===== config.mk =====
export PLATFORM = sky130hd
export DESIGN_NAME = shift_seq_ctrl_flat
export DESIGN_NICKNAME = d
export VERILOG_FILES = /design/src/rtl/shift_seq_ctrl_pkg.sv /design/src/rtl/shift_seq_ctrl_if.sv /design/src/rtl/shift_seq_ctrl_shr8_stage.sv /design/src/rtl/shift_seq_ctrl.sv /design/src/flat_wrapper.sv
export SDC_FILE = /design/constraint.sdc
export NUM_CORES = 1
export LEC_CHECK = 0
export BUFFER_PORTS_ARGS = -buffer_cell sky130_fd_sc_hd__buf_2
export CORE_ASPECT_RATIO = 1.75
export CORE_MARGIN = 2
export CORE_UTILIZATION = 50
export DETAILED_ROUTE_END_ITERATION = 6
export PLACE_DENSITY = 0.73
export SYNTH_ARGS = -nofsm -noshare
export SYNTH_HDL_FRONTEND = slang
export SYNTH_SLANG_ARGS = --single-unit

===== constraint.sdc =====
create_clock -name clk -period 2.3 [get_ports clk]
set_clock_uncertainty 0.15 [all_clocks]
set_input_delay 0.23 -clock clk [delete_from_list [all_inputs] [get_ports clk]]
set_output_delay 0.23 -clock clk [all_outputs]
set_load 0.03 [all_outputs]

===== src/rtl/shift_seq_ctrl_pkg.sv =====
// -----------------------------------------------------------------------------
// shift_seq_ctrl_pkg
// Shared definitions for the shift sequencer: data/amount widths, the state
// encoding, the largest per-pass shift and the step-size helper.
// -----------------------------------------------------------------------------
package shift_seq_ctrl_pkg;

   localparam int DATA_W = 8;  // fixed: matches the 8-bit shifter stage
   localparam int AMT_W  = 5;  // total shift amounts 0..31

   localparam logic [1:0] ST_IDLE  = 2'd0;
   localparam logic [1:0] ST_SHIFT = 2'd1;
   localparam logic [1:0] ST_DONE  = 2'd2;

   localparam logic [2:0] MAX_STEP = 3'd7;

   typedef enum logic [1:0] {
      IDLE  = ST_IDLE,
      SHIFT = ST_SHIFT,
      DONE  = ST_DONE
   } state_t;

   // Size of the next pass: min(rem, MAX_STEP). Never exceeds rem, so the
   // remainder cannot underflow.
   function automatic logic [2:0] calc_step(input logic [AMT_W-1:0] rem);
      logic [2:0] step;
      if (rem >= {{(AMT_W-3){1'b0}}, MAX_STEP}) begin
         step = MAX_STEP;
      end else begin
         step = rem[2:0];
      end
      return step;
   endfunction

endpackage


===== src/rtl/shift_seq_ctrl_if.sv =====
// -----------------------------------------------------------------------------
// shift_seq_ctrl_if
// Request/result handshake bundle of the shift sequencer.
//   in_valid/in_ready/in_data/in_amt   : request channel (source -> sequencer)
//   out_valid/out_ready/out_data       : result channel (sequencer -> consumer)
//   busy                               : sequencer is working on or holding a result
// master: the environment driving requests and consuming results.
// slave : the sequencer itself.
// -----------------------------------------------------------------------------
interface shift_seq_ctrl_if;
   import shift_seq_ctrl_pkg::*;

   logic              in_valid;
   logic              in_ready;
   logic [DATA_W-1:0] in_data;
   logic [AMT_W-1:0]  in_amt;
   logic              out_valid;
   logic              out_ready;
   logic [DATA_W-1:0] out_data;
   logic              busy;

   modport master (
      output in_valid, in_data, in_amt, out_ready,
      input  in_ready, out_valid, out_data, busy
   );

   modport slave (
      input  in_valid, in_data, in_amt, out_ready,
      output in_ready, out_valid, out_data, busy
   );

endinterface


===== src/rtl/shift_seq_ctrl_shr8_stage.sv =====
// -----------------------------------------------------------------------------
// shr8_stage
// Purely combinational 8-bit logical right shifter, 0..7 bits, zero fill,
// built as three mux layers (shift by 4, then 2, then 1).
//   data_in  [7:0]  operand
//   amt      [2:0]  shift amount
//   data_out [7:0]  data_in >> amt
// -----------------------------------------------------------------------------
module shr8_stage (
   input  logic [7:0] data_in,
   input  logic [2:0] amt,
   output logic [7:0] data_out
);

   logic [7:0] lvl4_s;
   logic [7:0] lvl2_s;

   assign lvl4_s   = amt[2] ? {4'b0000, data_in[7:4]} : data_in;
   assign lvl2_s   = amt[1] ? {2'b00,   lvl4_s[7:2]}  : lvl4_s;
   assign data_out = amt[0] ? {1'b0,    lvl2_s[7:1]}  : lvl2_s;

endmodule


===== src/rtl/shift_seq_ctrl.sv =====
// -----------------------------------------------------------------------------
// shift_seq_ctrl
// Sequencing front-end for the 8-bit, max-7-bit-per-pass right shifter.
// Accepts one request (operand + total amount up to 31), applies it as a
// series of passes of at most 7 bits, registering the intermediate value after
// each pass, then presents the result on a valid/ready port.
//   clk    : rising-edge clock
//   rst_n  : asynchronous active-low reset
//   bus    : shift_seq_ctrl_if.slave (request, result and busy signals)
// All bus outputs come straight from flops; they are loaded from the
// next-state decode so they line up with the state register.
// -----------------------------------------------------------------------------
module shift_seq_ctrl
   import shift_seq_ctrl_pkg::*;
(
   input  logic             clk,
   input  logic             rst_n,
   shift_seq_ctrl_if.slave  bus
);

   state_t            state_r;
   state_t            state_nxt_s;
   logic [DATA_W-1:0] data_r;
   logic [DATA_W-1:0] data_nxt_s;
   logic [AMT_W-1:0]  rem_r;
   logic [AMT_W-1:0]  rem_nxt_s;
   logic [AMT_W-1:0]  rem_left_s;
   logic [DATA_W-1:0] out_data_r;
   logic [DATA_W-1:0] out_data_nxt_s;
   logic              in_ready_r;
   logic              out_valid_r;
   logic              busy_r;
   logic [2:0]        step_s;
   logic [DATA_W-1:0] shr_out_s;

   assign step_s     = calc_step(rem_r);
   assign rem_left_s = rem_r - {{(AMT_W-3){1'b0}}, step_s};

   shr8_stage u_shr8_stage (
      .data_in  (data_r),
      .amt      (step_s),
      .data_out (shr_out_s)
   );

   // Next-state, datapath and result-capture decode.
   always_comb begin
      state_nxt_s    = state_r;
      data_nxt_s     = data_r;
      rem_nxt_s      = rem_r;
      out_data_nxt_s = out_data_r;
      case (state_r)
         IDLE: begin
            if (bus.in_valid) begin
               data_nxt_s  = bus.in_data;
               rem_nxt_s   = bus.in_amt;
               state_nxt_s = SHIFT;
            end else begin
               state_nxt_s = IDLE;
            end
         end
         SHIFT: begin
            // A zero amount still takes one pass with step 0.
            data_nxt_s = shr_out_s;
            rem_nxt_s  = rem_left_s;
            if (rem_left_s == {AMT_W{1'b0}}) begin
               out_data_nxt_s = shr_out_s;
               state_nxt_s    = DONE;
            end else begin
               state_nxt_s = SHIFT;
            end
         end
         DONE: begin
            if (bus.out_ready) begin
               state_nxt_s = IDLE;
            end else begin
               state_nxt_s = DONE;
            end
         end
         default: begin
            state_nxt_s = IDLE;
         end
      endcase
   end

   // State, datapath and registered handshake outputs.
   always_ff @(posedge clk or negedge rst_n) begin
      if (!rst_n) begin
         state_r     <= IDLE;
         data_r      <= {DATA_W{1'b0}};
         rem_r       <= {AMT_W{1'b0}};
         out_data_r  <= {DATA_W{1'b0}};
         in_ready_r  <= 1'b1;
         out_valid_r <= 1'b0;
         busy_r      <= 1'b0;
      end else begin
         state_r     <= state_nxt_s;
         data_r      <= data_nxt_s;
         rem_r       <= rem_nxt_s;
         out_data_r  <= out_data_nxt_s;
         in_ready_r  <= (state_nxt_s == IDLE);
         out_valid_r <= (state_nxt_s == DONE);
         busy_r      <= (state_nxt_s != IDLE);
      end
   end

   assign bus.in_ready  = in_ready_r;
   assign bus.out_valid = out_valid_r;
   assign bus.out_data  = out_data_r;
   assign bus.busy      = busy_r;

endmodule

===== src/flat_wrapper.sv =====
// flat-port wrapper written by rule: the top's interface ports become plain ports
module shift_seq_ctrl_flat import shift_seq_ctrl_pkg::*;
  (clk, rst_n, bus_in_valid, bus_in_data, bus_in_amt, bus_out_ready, bus_in_ready, bus_out_valid, bus_out_data, bus_busy);
  shift_seq_ctrl_if bus_i ();
  input  logic clk;
  input  logic rst_n;
  input wire logic [$bits(bus_i.in_valid)-1:0] bus_in_valid;
  input wire logic [$bits(bus_i.in_data)-1:0] bus_in_data;
  input wire logic [$bits(bus_i.in_amt)-1:0] bus_in_amt;
  input wire logic [$bits(bus_i.out_ready)-1:0] bus_out_ready;
  output wire logic [$bits(bus_i.in_ready)-1:0] bus_in_ready;
  output wire logic [$bits(bus_i.out_valid)-1:0] bus_out_valid;
  output wire logic [$bits(bus_i.out_data)-1:0] bus_out_data;
  output wire logic [$bits(bus_i.busy)-1:0] bus_busy;
  assign bus_i.in_valid = bus_in_valid;
  assign bus_i.in_data = bus_in_data;
  assign bus_i.in_amt = bus_in_amt;
  assign bus_i.out_ready = bus_out_ready;
  assign bus_in_ready = bus_i.in_ready;
  assign bus_out_valid = bus_i.out_valid;
  assign bus_out_data = bus_i.out_data;
  assign bus_busy = bus_i.busy;
  shift_seq_ctrl u_core (.clk(clk), .rst_n(rst_n), .bus(bus_i));
endmodule

==> impl_metrics.env, run 1 <==
export IMPL_synth_edf_count=0
export IMPL_syn_area_um2=1540
export IMPL_hold_violations=0
export IMPL_synthArstFlopShare=1.00
export IMPL_cts_root_buf="clkbuf_8"
export IMPL_drt_pass1_iter_count=4
export IMPL_grt_setup_unrepaired="no"
export IMPL_wl_per_cell_um=17.0
export IMPL_nets=211
export IMPL_synth_main_ff_cell="dfrtp_1"
export IMPL_fin_util=0.593
export IMPL_synthCells=166
export IMPL_finalCritPeriodShare=0.898
export IMPL_place_congestion=0.882
export IMPL_vias=1361
export IMPL_ir_drop_mv=0.682
export IMPL_finalSetupViolCount=0
export IMPL_tightest_slew_ns=0.571
export IMPL_die_y_um=77.5
export IMPL_clock_fmax_mhz=484
export IMPL_cp_max_fo=12
export IMPL_most_common_layout_cells="27 x buf_2, 25 x dfrtp_1, 19 x nand2_1"
export IMPL_grt_ovfl_total=0
export IMPL_antenna_left=0
export IMPL_clock_latency_ns=0.27
export IMPL_dieArea_um2=3560
export IMPL_grt_total_usage=0.237
export IMPL_drt_iter0_markers=70
export IMPL_syn_area_per_cell_um2=9.29
export IMPL_max_slew_margin=0.619
export IMPL_post_synth_num_cell_types=48
export IMPL_drc=0
export IMPL_crit_path_end_kind="flip-flop"
export IMPL_max_stage_delay_ns=0.46
export IMPL_ys_warn_count=0
export IMPL_layout_commonest_cell="buf_2"
export IMPL_cts_sinks=26
export IMPL_drive_above_1_share=0.266
export IMPL_report_final_slew_viol_count=0
export IMPL_grt_max_degree=27
export IMPL_initial_utilization=0.526
export IMPL_whs_ns=0.0503
export IMPL_ys_seq_elements=26
export IMPL_ys_seq_area_frac=0.423
export IMPL_status="completed"
export IMPL_grt_pass1_vias=1380
export IMPL_p_leak_nw=0.838
export IMPL_p_per_area_nw_per_um2=1340
export IMPL_critPathKind="flip-flop to flip-flop"
export IMPL_tns_ns=0
export IMPL_grt_antenna_before_repair=0
export IMPL_area_growth_synth_to_final_pct=12.7
export IMPL_routed_via_density=6.19
export IMPL_num_fill_cells=255
export IMPL_core_area_um2=2930
export IMPL_cts_made_buffers=3
export IMPL_row_count=26
export IMPL_cp_required_ns=2.31
export IMPL_pin_count=28
export IMPL_synth_fp_nets=184
export IMPL_cts_tree="yes"
export IMPL_n_antenna_cell=0
export IMPL_io_buffers=27
export IMPL_grt_pass1_wl_um=6380
export IMPL_critical_path_cell_chain="or2_2 -> nand2b_1 -> ha_2 -> o2111ai_2 -> buf_4 -> nand2_1 -> o21ai_0"
export IMPL_finalCriticalPeriod_ns=2.07
export IMPL_clk_path_buf_depth=2
export IMPL_dp_hpwl_um=2790
export IMPL_drv_cap=0
export IMPL_min_path_type="input port to flip-flop"
export IMPL_synth_area_leaders="dfrtp_1 41%, mux2i_1 6.5%, a21oi_1 4.9%"
export IMPL_clkTransAtPathRegs_ns=0.09
export IMPL_wl_um=3750
export IMPL_yosys_area_top_type="dfrtp_1"
export IMPL_worst_setup_path_start_kind="flip-flop"
export IMPL_synth_top_area_frac=0.406
export IMPL_critPathSlowestCell="dfrtp_1"
export IMPL_die_w_um=46.0
export IMPL_cp_arrival_ns=2.08
export IMPL_htreeDepth=1
## metal layers
layer  global-route usage  part of all wire  vias up  routed length, µm
met1                0.308              0.40      651               1490
met5                    0                 0        -                  0
met3               0.0233             0.041       13                155
met2                0.376              0.53       48               1980
li1                     -                 -      649                  -
met4                0.114             0.031        0                117
## sequential cells by signal, summed over array words and instances, names as in the netlist
name and count:
u_core.bus.out_data 8, u_core.data_r 8, u_core.rem_r 5, u_core.state_r 2, u_core.bus.busy 1, u_core.bus.in_ready 1
u_core.bus.out_valid 1
## stage by stage
| stage | instance area [µm²] | worst slack, ns | instances | power, mW |
|---|---|---|---|---|
| floorplan | 1540 | 0.224 | 166 | 1.76 |
| global placement | 1670 | 0.251 | 215 | 1.98 |
| detailed placement | 1670 | 0.157 | 215 | 2.02 |
| CTS | 1730 | 0.144 | 220 | 2.29 |
| global route | 1740 | 0.0628 | 220 | 2.51 |
| finish | 1740 | 0.235 | 220 | 2.33 |
## final cells by class
| class | count | area, µm² | area share |
|---|---|---|---|
| clock buffers | 4 | 45.0 | 0.0259 |
| repair buffers | 35 | 198 | 0.114 |
| inverters | 4 | 15.0 | 0.00865 |
| multi-input cells | 123 | 792 | 0.456 |
| flip-flops and latches | 26 | 652 | 0.375 |
| well taps | 28 | 35.0 | 0.0202 |
## cells in the mapped netlist, types with 4 or more instances
cell and count:
a21oi_1 15, buf_2 4, buf_4 4, dfrtp_1 25, inv_1 4, mux2i_1 10, nand2_1 19, nand3_1 4
nor2_1 6, nor2b_1 6, nor4_1 4, o21ai_0 15
## repair_timing
action / 4_1_cts / 5_1_grt
resized for setup: 0 / 2
setup buffers: 0 / 0
endpoints found under the setup margin: 0 / 4
hold buffers: 1 / 0
endpoints found under the hold margin: 25 / 0
## critical path, delay by kind of cell, from the launching register on
family          cells  cell delay, ns
simple gates        3            0.57
flops               1            0.46
compound gates      2            0.27
fa+ha+maj           1            0.26
buf+inv             1            0.23
## kinds of logic (layout without fill, tap and decap cells)
group,Yosys count,after routing,share of synthesized area
buffers and inverters,17,43,0.0690
AO/OA/AOI/OAI,49,49,0.202
flip-flops,26,26,0.423
AND/OR/NAND/NOR,59,59,0.205
multiplexers,13,13,0.0869
adder cells (fa/ha/maj),1,1,0.00812
XOR/XNOR,1,1,0.00568
## power by group
part           switching [mW]  total, mW  internal (mW)
Clock                   0.145      0.270          0.124
Sequential              0.206      0.819          0.613
Combinational           0.727       1.24          0.513
## worst paths after layout
kind / startpoint / end / slack, ns / cells after the start
max: u_core.rem_r[4] / u_core.bus.out_data[2] / 0.23 / 7
min in group asynchronous: rst_n / u_core.data_r[0] / 0.32 / 2
max reg2reg: u_core.rem_r[4] / u_core.bus.out_data[2] / 0.23 / 7
min reg2reg: u_core.bus.out_data[1] / u_core.bus.out_data[1] / 0.34 / 2
min: bus_in_amt[1] / u_core.rem_r[1] / 0.05 / 3
max in group asynchronous: rst_n / u_core.bus.in_ready / 1.29 / 2
Note: power is estimated with default switching activity, not from simulation.
==> run 2: changes to the inputs <==
- SYNTH_HIERARCHICAL: unset -> 1
==> run 2 against run 1 <==
- clock power up 39%
- via count down 16%
- critical path depth down 1
- flip-flop and latch count unchanged
- synthesized cell count down 17%
- hold slack better by 0.0077 ns
- design area down 1.3%
- wire length down 14%
- first-iteration DRC count down 69%
- die area down 4.5%
- critical path type unchanged
- critical endpoint is now u_core/bus.out_data[2]
- largest power group unchanged
- highest routed layer unchanged
==> impl_metrics.env, run 2 <==
export IMPL_cp_arrival_ns=2.22
export IMPL_crit_path_end_kind="flip-flop"
export IMPL_yosysMostFrequentCell="dfrtp_1"
export IMPL_dp_slack_ns=0.0307
export IMPL_tns_ns=0
export IMPL_vias=1145
export IMPL_ys_top_cells_by_count="25 x dfrtp_1, 14 x nand2_1, 13 x mux2i_1"
export IMPL_ys_seq_area_frac=0.445
export IMPL_synth_top_family_by_area="multiplexers"
export IMPL_synth_top_area_frac=0.427
export IMPL_drt_iter0_markers=22
export IMPL_drive_above_1_share=0.343
export IMPL_whs_ns=0.0580
export IMPL_num_fill_cells=253
export IMPL_grt_pass1_wl_um=5140
export IMPL_post_synth_num_cell_types=40
export IMPL_synth_compound_area_frac=0.159
export IMPL_routed_via_density=5.90
export IMPL_wl_um=3210
export IMPL_grt_pass1_vias=1170
export IMPL_area_growth_synth_to_final_pct=16.9
export IMPL_hold_path_depth=3
export IMPL_ys_seq_elements=26
export IMPL_grt_setup_unrepaired="no"
export IMPL_critical_path_cell_chain="or3_4 -> buf_4 -> mux2_2 -> mux2i_1 -> o22ai_1 -> mux2_4"
export IMPL_gr_max_usage_layer="met2"
export IMPL_finalCriticalPeriod_ns=2.21
export IMPL_core_area_um2=2860
export IMPL_max_stage_delay_ns=0.49
export IMPL_synth_main_ff_cell="dfrtp_1"
export IMPL_max_slew_margin=0.609
export IMPL_worst_setup_path_start_kind="flip-flop"
export IMPL_synthAdderAreaFrac=0.00853
export IMPL_grt_ovfl_total=0
export IMPL_most_common_layout_cells="27 x buf_2, 23 x dfrtp_1, 14 x nand2_1"
export IMPL_n_antenna_cell=0
export IMPL_critPathKind="flip-flop to flip-flop"
export IMPL_status="completed"
export IMPL_crit_cells=6
export IMPL_reg2regPathDepth=6
export IMPL_synth_fp_nets=155
export IMPL_die_y_um=75.6
export IMPL_grt_antenna_before_repair=0
export IMPL_synth_area_leaders="dfrtp_1 43%, mux2_4 9.2%, mux2i_1 8.9%"
export IMPL_io_buffers=27
export IMPL_min_path_type="input port to flip-flop"
export IMPL_dieArea_um2=3400
export IMPL_met2_usage=0.373
export IMPL_syn_area_per_cell_um2=10.7
export IMPL_ys_warn_count=6
export IMPL_cts_made_buffers=3
export IMPL_grt_total_usage=0.201
export IMPL_synth_edf_count=0
export IMPL_grt_max_degree=27
export IMPL_place_congestion=0.855
export IMPL_crit_family="multiplexers"
export IMPL_synth_simple_area_share=0.134
export IMPL_htreeDepth=1
export IMPL_finalNonFillerCells=194
export IMPL_critPathSlowestCell="dfrtp_2"
export IMPL_clkTransAtPathRegs_ns=0.09
export IMPL_p_leak_nw=0.868
export IMPL_finalSetupViolCount=0
export IMPL_met3_usage=0.0213
export IMPL_report_final_slew_viol_count=0
export IMPL_cts_sinks=26
export IMPL_hold_violations=0
export IMPL_synth_xor_area_frac=0.00597
export IMPL_nets=185
export IMPL_antenna_left=0
export IMPL_clock_latency_ns=0.26
export IMPL_cp_max_fo=12
export IMPL_dpl_cell_count=189
export IMPL_synthArstFlopShare=1.00
export IMPL_yosys_area_top_type="dfrtp_1"
export IMPL_cp_required_ns=2.31
export IMPL_cts_root_buf="clkbuf_8"
export IMPL_finalCritPeriodShare=0.963
export IMPL_clock_fmax_mhz=452
export IMPL_path_buf_inv=1
export IMPL_tightest_slew_ns=0.587
export IMPL_die_w_um=44.9
export IMPL_cts_tree="yes"
export IMPL_synthCells=137
export IMPL_layout_commonest_cell="buf_2"
export IMPL_drt_pass1_iter_count=4
export IMPL_grtUsageMet1=0.220
export IMPL_syn_area_um2=1470
export IMPL_ir_drop_mv=0.815
export IMPL_drv_cap=0
export IMPL_p_per_area_nw_per_um2=1550
export IMPL_drc=0
export IMPL_clk_path_buf_depth=2
export IMPL_worst_slack_ns=0.0854
export IMPL_dp_hpwl_um=2310
export IMPL_wl_per_cell_um=16.6
export IMPL_initial_utilization=0.512
export IMPL_synth_mux_area_frac=0.204
export IMPL_pin_count=28
export IMPL_row_count=26
## run 2: changes by cell type in the layout (fill, tap and decap cells not counted), sizes merged, moves of 3 or more
cell / delta
a21oi: -12
nor2b: -6
nor4: -4
mux2i: +3
mux2: +9
o21ai: -4
o21bai: +3
nand2: -5
nand3: -3
## run 2: layout make-up
class                   instances  area [µm²]  area share
multi-input cells             100         759       0.443
flip-flops and latches         26         654       0.382
repair buffers                 33         183       0.107
clock buffers                   3        41.3      0.0241
well taps                      28        35.0      0.0204
clock inverters                 1        30.0      0.0175
inverters                       3        11.3     0.00657
## run 2: kinds of logic after synthesis
| group | count (synthesis) |
|---|---|
| simple gates | 39 |
| fa+ha+maj | 1 |
| buf+inv | 11 |
| compound gates | 34 |
| flops | 26 |
| mux | 25 |
| xor+xnor | 1 |
## run 2: worst paths after layout
| check | from | to | slack, ns |
|---|---|---|---|
| setup / recovery | u_core/rem_r[3] | u_core/bus.out_data[2] | 0.09 |
| max in group asynchronous | rst_n | u_core/rem_r[3] | 1.24 |
| hold / removal | bus_in_amt[0] | u_core/rem_r[0] | 0.06 |
| setup reg to reg | u_core/rem_r[3] | u_core/bus.out_data[2] | 0.09 |
| hold reg to reg | u_core/data_r[4] | u_core/data_r[4] | 0.37 |
| min in group asynchronous | rst_n | u_core/rem_r[0] | 0.34 |
## run 2: repair_timing
item / 4_1_cts / 5_1_grt
resized for setup: 1 / 4
endpoints found under the hold margin: 25 / 0
hold buffers: 1 / 0
pin swaps: 0 / 0
setup endpoints to repair: 1 / 5
buffers inserted: 0 / 0
## run 2: worst register-to-register path: stages, from the launching register on
cell	delay (ns)
dfrtp_2	0.49
or3_4	0.40
buf_4	0.18
mux2_2	0.30
mux2i_1	0.17
o22ai_1	0.13
mux2_4	0.29
## run 2: power by group
group / leakage, nW / switching [mW] / internal, mW
registers: 0.329 / 0.184 / 0.657
logic: 0.504 / 0.788 / 0.661
clock network: 0.0357 / 0.143 / 0.233
## run 2: per-stage QoR
| step | util | area [µm²] | total power, mW |
|---|---|---|---|
| floorplan | - | 1470 | 1.94 |
| global route | 0.599 | 1710 | 2.85 |
| global placement | 0.566 | 1620 | 2.20 |
| detailed placement | 0.566 | 1620 | 2.26 |
| CTS | 0.595 | 1700 | 2.65 |
| finish | 0.599 | 1710 | 2.66 |
## run 2: layer usage
layer | vias up | routed length [µm]
met2 | 27 | 1770
met5 | - | 0
met1 | 559 | 1290
li1 | 550 | -
met3 | 9 | 81
met4 | 0 | 78
